`config.mk`:
```
export PLATFORM = sky130hd
export DESIGN_NAME = i2c_scl_gen
export DESIGN_NICKNAME = d
export VERILOG_FILES = /design/src/rtl/i2c_scl_gen.sv
export SDC_FILE = /design/constraint.sdc
export NUM_CORES = 1
export LEC_CHECK = 0
export BUFFER_PORTS_ARGS = -buffer_cell sky130_fd_sc_hd__buf_4
export CAP_MARGIN = 20
export CELL_PAD_IN_SITES_DETAIL_PLACEMENT = 1
export CELL_PAD_IN_SITES_GLOBAL_PLACEMENT = 1
export CORE_MARGIN = 2
export CORE_UTILIZATION = 52
export DETAILED_ROUTE_END_ITERATION = 10
export HOLD_SLACK_MARGIN = 0.15
export PLACE_DENSITY = 0.95
export SYNTH_ARGS = -nofsm -noshare
export SYNTH_HDL_FRONTEND = slang
export SYNTH_SLANG_ARGS = --single-unit
```
`constraint.sdc`:
```
create_clock -name clk -period 7.9 [get_ports clk]
set_clock_uncertainty 0.2 [all_clocks]
set_input_delay 0.395 -clock clk [delete_from_list [all_inputs] [get_ports clk]]
set_output_delay 0.395 -clock clk [all_outputs]
set_load 0.05 [all_outputs]
```
`src/rtl/i2c_scl_gen.sv`:
```
// I2C SCL timing generator: four-phase SCL period with a programmable divider and phase ticks.
// Optional slave clock stretching is enabled by defining I2C_SCL_STRETCH_EN.
module i2c_scl_gen #(
    parameter int CNT_W       = 16,
    parameter int DEFAULT_DIV = 50
) (
    input  logic             clk,
    input  logic             rst_n,
    input  logic             scl_en,
    input  logic             div_load,
    input  logic [CNT_W-1:0] div_val,
    input  logic             scl_in,
    output logic             scl_oe,
    output logic             tick_fall,
    output logic             tick_data,
    output logic             tick_rise,
    output logic             tick_sample,
    output logic             stretch,
    output logic             busy
);

    localparam logic [2:0] S_IDLE   = 3'd0;
    localparam logic [2:0] S_LOW_A  = 3'd1;
    localparam logic [2:0] S_LOW_B  = 3'd2;
    localparam logic [2:0] S_HIGH_A = 3'd3;
    localparam logic [2:0] S_HIGH_B = 3'd4;

    localparam logic [CNT_W-1:0] MIN_DIV = CNT_W'(8);
    localparam logic [CNT_W-1:0] DEF_DIV = CNT_W'(DEFAULT_DIV);

    logic [2:0]       state, next_state;
    logic [CNT_W-1:0] cnt, next_cnt;
    logic [CNT_W-1:0] period, pending, pend_next;
    logic [CNT_W-1:0] q, phase_len;
    logic             phase_end, hold, load_active;

    assign q         = {2'b00, period[CNT_W-1:2]};
    // LOW_B absorbs the remainder so the four phases always sum to exactly P.
    assign phase_len = (state == S_LOW_B) ? (period - q - {q[CNT_W-2:0], 1'b0}) : q;
    assign phase_end = (cnt == phase_len - CNT_W'(1));
    assign pend_next = !div_load ? pending : ((div_val < MIN_DIV) ? MIN_DIV : div_val);

`ifdef I2C_SCL_STRETCH_EN
    logic scl_meta, scl_sync;

    always_ff @(posedge clk or negedge rst_n) begin
        if (!rst_n) begin
            scl_meta <= 1'b1;
            scl_sync <= 1'b1;
        end else begin
            scl_meta <= scl_in;
            scl_sync <= scl_meta;
        end
    end

    assign hold = (state == S_HIGH_A) && phase_end && !scl_sync;
`else
    logic unused_scl_in;

    assign unused_scl_in = scl_in;
    assign hold          = 1'b0;
`endif

    assign stretch = hold;
    assign busy    = (state != S_IDLE);

    // NOTE: every signal assigned here gets a default first, so no path leaves one unassigned and no latch is inferred.
    always_comb begin
        next_state = state;
        next_cnt   = cnt + CNT_W'(1);
        if (!scl_en) begin
            next_state = S_IDLE;
            next_cnt   = '0;
        end else if (state == S_IDLE) begin
            next_state = S_HIGH_B;
            next_cnt   = '0;
        end else if (hold) begin
            next_cnt = cnt;
        end else if (phase_end) begin
            next_cnt = '0;
            case (state)
                S_LOW_A:  next_state = S_LOW_B;
                S_LOW_B:  next_state = S_HIGH_A;
                S_HIGH_A: next_state = S_HIGH_B;
                default:  next_state = S_LOW_A;
            endcase
        end
    end

    // The active period only changes between periods: while idle, or on entry to LOW_A.
    assign load_active = (state == S_IDLE) || ((next_state == S_LOW_A) && (state != S_LOW_A));

    // NOTE: sequential state uses non-blocking assignments so every flop samples pre-edge values.
    always_ff @(posedge clk or negedge rst_n) begin
        if (!rst_n) begin
            state       <= S_IDLE;
            cnt         <= '0;
            period      <= DEF_DIV;
            pending     <= DEF_DIV;
            scl_oe      <= 1'b0;
            tick_fall   <= 1'b0;
            tick_data   <= 1'b0;
            tick_rise   <= 1'b0;
            tick_sample <= 1'b0;
        end else begin
            state       <= next_state;
            cnt         <= next_cnt;
            pending     <= pend_next;
            if (load_active) begin
                period <= pend_next;
            end
            scl_oe      <= (next_state == S_LOW_A) || (next_state == S_LOW_B);
            tick_fall   <= (next_state == S_LOW_A)  && (state != S_LOW_A);
            tick_data   <= (next_state == S_LOW_B)  && (state != S_LOW_B);
            tick_rise   <= (next_state == S_HIGH_A) && (state != S_HIGH_A);
            tick_sample <= (next_state == S_HIGH_B) && (state != S_HIGH_B);
        end
    end

endmodule

```
==> summary.md <==
| Metric | Value |
|---|---|
| Fin Hold WS | `157.2 ps` |
| Post-DP HPWL | `approximately 11000 um` |
| Hold buffer count at CTS | `4` |
| Core area | `9639 um2` |
| Layout Nets | `641` |
| Io pins | `28` |
| CP bufs+invs | `1` |
| Largest net degree at the start of global routing | `57` |
| Port Buf Inserts | `25` |
| Mean post-synth cell area | `8.716 um2` |
| Worst Path Required | `around 8000 ps` |
| Worst Max-Slew Pin Slew | `just over 1000 ps` |
| Root buf cell | `clkbuf_8` |
| Worst reg2reg path depth | `14` |
| TNS Setup | `0 ps` |
| Vias/cell | `6.527` |
| Number of synthesized register bits | `56` |
| DRC viols | `0` |
| Num CTS Buffers | `5` |
| Crit path max-delay cell type | `dfstp_2` |
| Worst r2r src | `period[4]$_DFFE_PN1P_` |
| Syn Nets | `642` |
| Hold depth | `3` |
| Arrival time at the worst endpoint | `6170 ps` |
| Crit end category | `register` |
| Syn-to-layout area delta | `6.212%` |
| CTS tree | `yes` |
| Worst-path maximum fanout | `33` |
| CP most frequent cell | `or3_4` |
| Final WS setup | `1708 ps` |
| Max-slew headroom | `31.37%` |
| Final hold viol count | `0` |
| Fmax | `161.5 MHz` |
| Post-synthesis sequential area ratio | `27.54%` |
| Row count | `36` |
| Die X | `slightly above 100 um` |
| Worst path cell trace | `inv_1 > fa_1 > ha_1 > a211oi_2 > or4_1 > o211ai_1 > or3_4 > or3_4 > or3_4 > nor4bb_1 > or4_4 > o211a_1 > and2_4 > o311ai_0` |
| Drt first pass iters | `5` |
| RSZ-0062 raised after global routing | `no` |
| Max Root-Sink Buffers | `2` |
| Synth Area in XOR/XNOR | `5.820%` |
| GRT Util Overall | `29.06%` |
| Post-CTS setup buffer count | `0` |
| Final Cycle Share | `approximately four fifths` |
| Dominant cells by area after synthesis | `dfrtp_1 (24%), fa_1 (5.5%), ha_1 (4.9%)` |
| Routed wire length | `15050 um` |
| Status | `completed` |
| Number of global-route vias before repair | `a little under 5000` |
| Family with the most delay on the worst path | `simple AND/OR/NAND/NOR gates` |
| Post-synth top cells | `dfrtp_1 (50), nand3_1 (43), inv_1 (40)` |
| Top_reg_cell synth | `dfrtp_1` |
| Clk sinks | `56` |
| Netlist Area Pre-Place | `~5000 um2` |
| Via count | `~4700` |
| Top-count cell post-synth | `dfrtp_1` |
| Main combinational cell family by area after synthesis | `simple AND/OR/NAND/NOR gates` |
| Post-synthesis adder-cell area fraction | `a little over 10%` |
| Avg WL per Cell | `around 21 um` |
| Mapped Cells | `587` |
| Grt ovf | `0` |
| Synth area leader | `dfrtp_1` |
| Slowest cell delay on critical path | `650 ps` |
| Power Density | `228.6 nW/um2` |
| Compound-Gate Fraction of Synth Area | `between 20% and 30%` |
| Max-cap violations | `0` |
| Fillers | `around 1200` |
| CP Class | `reg2reg` |
| Setup violators final | `0` |
| Cell variety after synth | `about 70` |
| Number of synthesized flops with an enable pin | `0` |
| Initial antenna violation count | `1` |
| Iter 0 DRT Violations | `about 320` |
| Post-CTS resize count | `0` |
| Simple-gate share of the synthesized area | `23.01%` |
| Synth top area share | `24.46%` |
| Type of the most critical hold path | `in2reg` |
| Detail Route Antenna Nets | `0` |
| Peak supply drop | `0.09228 mV` |
| Number of H-tree levels | `2` |
| First-pass GRT wire length | `between 20000 and 25000 um` |
| R2r setup slk | `1710 ps` |
| Share of layout cells above drive strength 1 | `12.95%` |
| Startpoint types | `register` |
| Hold_sp | `div_val[7]` |
| Pleak | `2.269 nW` |
| Period minus WS final | `6192 ps` |
| Worst-path clk slew | `around 110 ps` |
| Gpl congestion | `0.8928` |
| R2R Path End | `period[0]$_DFFE_PN0P_` |
| Multiplexer share of the synthesized area | `3.766%` |
| Chip height | `around 100 um` |
| Initial Utilization | `53.08%` |
| Slew Limit Fails | `0` |
| Async set-reset flop share out of synthesis | `between 90% and 100%` |
| Synth warnings | `0` |
| Die area | `10650 um2` |
| Pre-CTS setup slack | `around 1900 ps` |
| Clk_lat worst skew | `around 320 ps` |
| Hold Path Sink | `pending[7]$_DFF_PN0_` |
[metrics by stage]
step | util (%) | power [mW] | area, um2 | cells
finish | 56.37 | 1.242 | 5434 | 721
floorplan | - | 0.8566 | 5116 | 587
detailed placement | 54.93 | 1.029 | 5295 | 708
CTS | 56.35 | 1.217 | 5431 | 720
global placement | 54.93 | 0.9810 | 5295 | 708
global route | 56.37 | 1.322 | 5434 | 721
[per-layer routing]
metal | routed length (um) | global-route usage [%] | vias up
met2 | 7685 | 51.85 | 137
met5 | 0 | 0 | -
met1 | 6222 | 36.72 | 2373
li1 | - | - | 2153
met4 | 537 | 10.83 | 0
met3 | 608 | 2.419 | 43
[worst register-to-register path: cells and delay by family, from the launching register on]
family          cells  cell delay [ps]
flops               1              650
fa+ha+maj           2              860
compound gates      4             1610
buf+inv             1              180
simple gates        7             2550
[report_power, final]
| group | switching (mW) | internal (mW) |
|---|---|---|
| combinational | 0.453 | 0.265 |
| sequential | 0.0322 | 0.313 |
| clock | 0.106 | 0.0722 |
[final cells by class]
cell class	instances	area (um2)	share of cell area (%)
antenna	1	2.502	0.04605
timing repair buffer	33	257.7	4.743
multi-input combinational	450	3352	61.69
inverter	40	150.1	2.763
tap	133	166.4	3.062
clock buffer	6	82.58	1.520
clock inverter	2	13.76	0.2533
sequential	56	1409	25.93
[flip-flops by register name, summed over array words and instances, names as in the netlist, 3 cells and up]
name and flops:
pending 16, state 3, cnt 16, period 16
[worst max path at each step]
stage	start	end	slack, ps	cells after the start
floorplan	period[4]$_DFFE_PN1P_	state[0]$_DFF_PN0_	2760	17
global placement	period[4]$_DFFE_PN1P_	state[0]$_DFF_PN0_	2160	13
detailed placement	period[4]$_DFFE_PN1P_	period[0]$_DFFE_PN0P_	1860	14
CTS	period[4]$_DFFE_PN1P_	period[0]$_DFFE_PN0P_	1790	14
global route	period[4]$_DFFE_PN1P_	period[0]$_DFFE_PN0P_	1500	14
finish	period[4]$_DFFE_PN1P_	period[0]$_DFFE_PN0P_	1710	14
[layout by cell type (no fill, tap or decap), types with 15 or more instances in the layout]
cell type / Yosys / routed
xnor2_1: 19 / 19
nor2_1: 35 / 35
nand2_1: 29 / 29
o21ai_0: 22 / 22
a31oi_1: 18 / 18
ha_1: 20 / 20
mux2i_1: 17 / 17
nand3_1: 43 / 43
nor3_1: 34 / 33
a21oi_1: 24 / 24
buf_4: 2 / 29
xor2_1: 15 / 15
inv_1: 40 / 40
dfrtp_1: 50 / 50
[logic make-up (layout without fill, tap and decap cells)]
logic type                 Yosys count  in the layout
and+or+nand+nor                    216            216
AOI/OAI and AO/OA                  146            146
buffers and inverters               81             81
DFF                                 56             56
adders and majority gates           34             34
xor gates and xnor gates            34             34
muxes                               19             19
other                                1              2
Note: power is estimated with default switching activity, not from simulation.
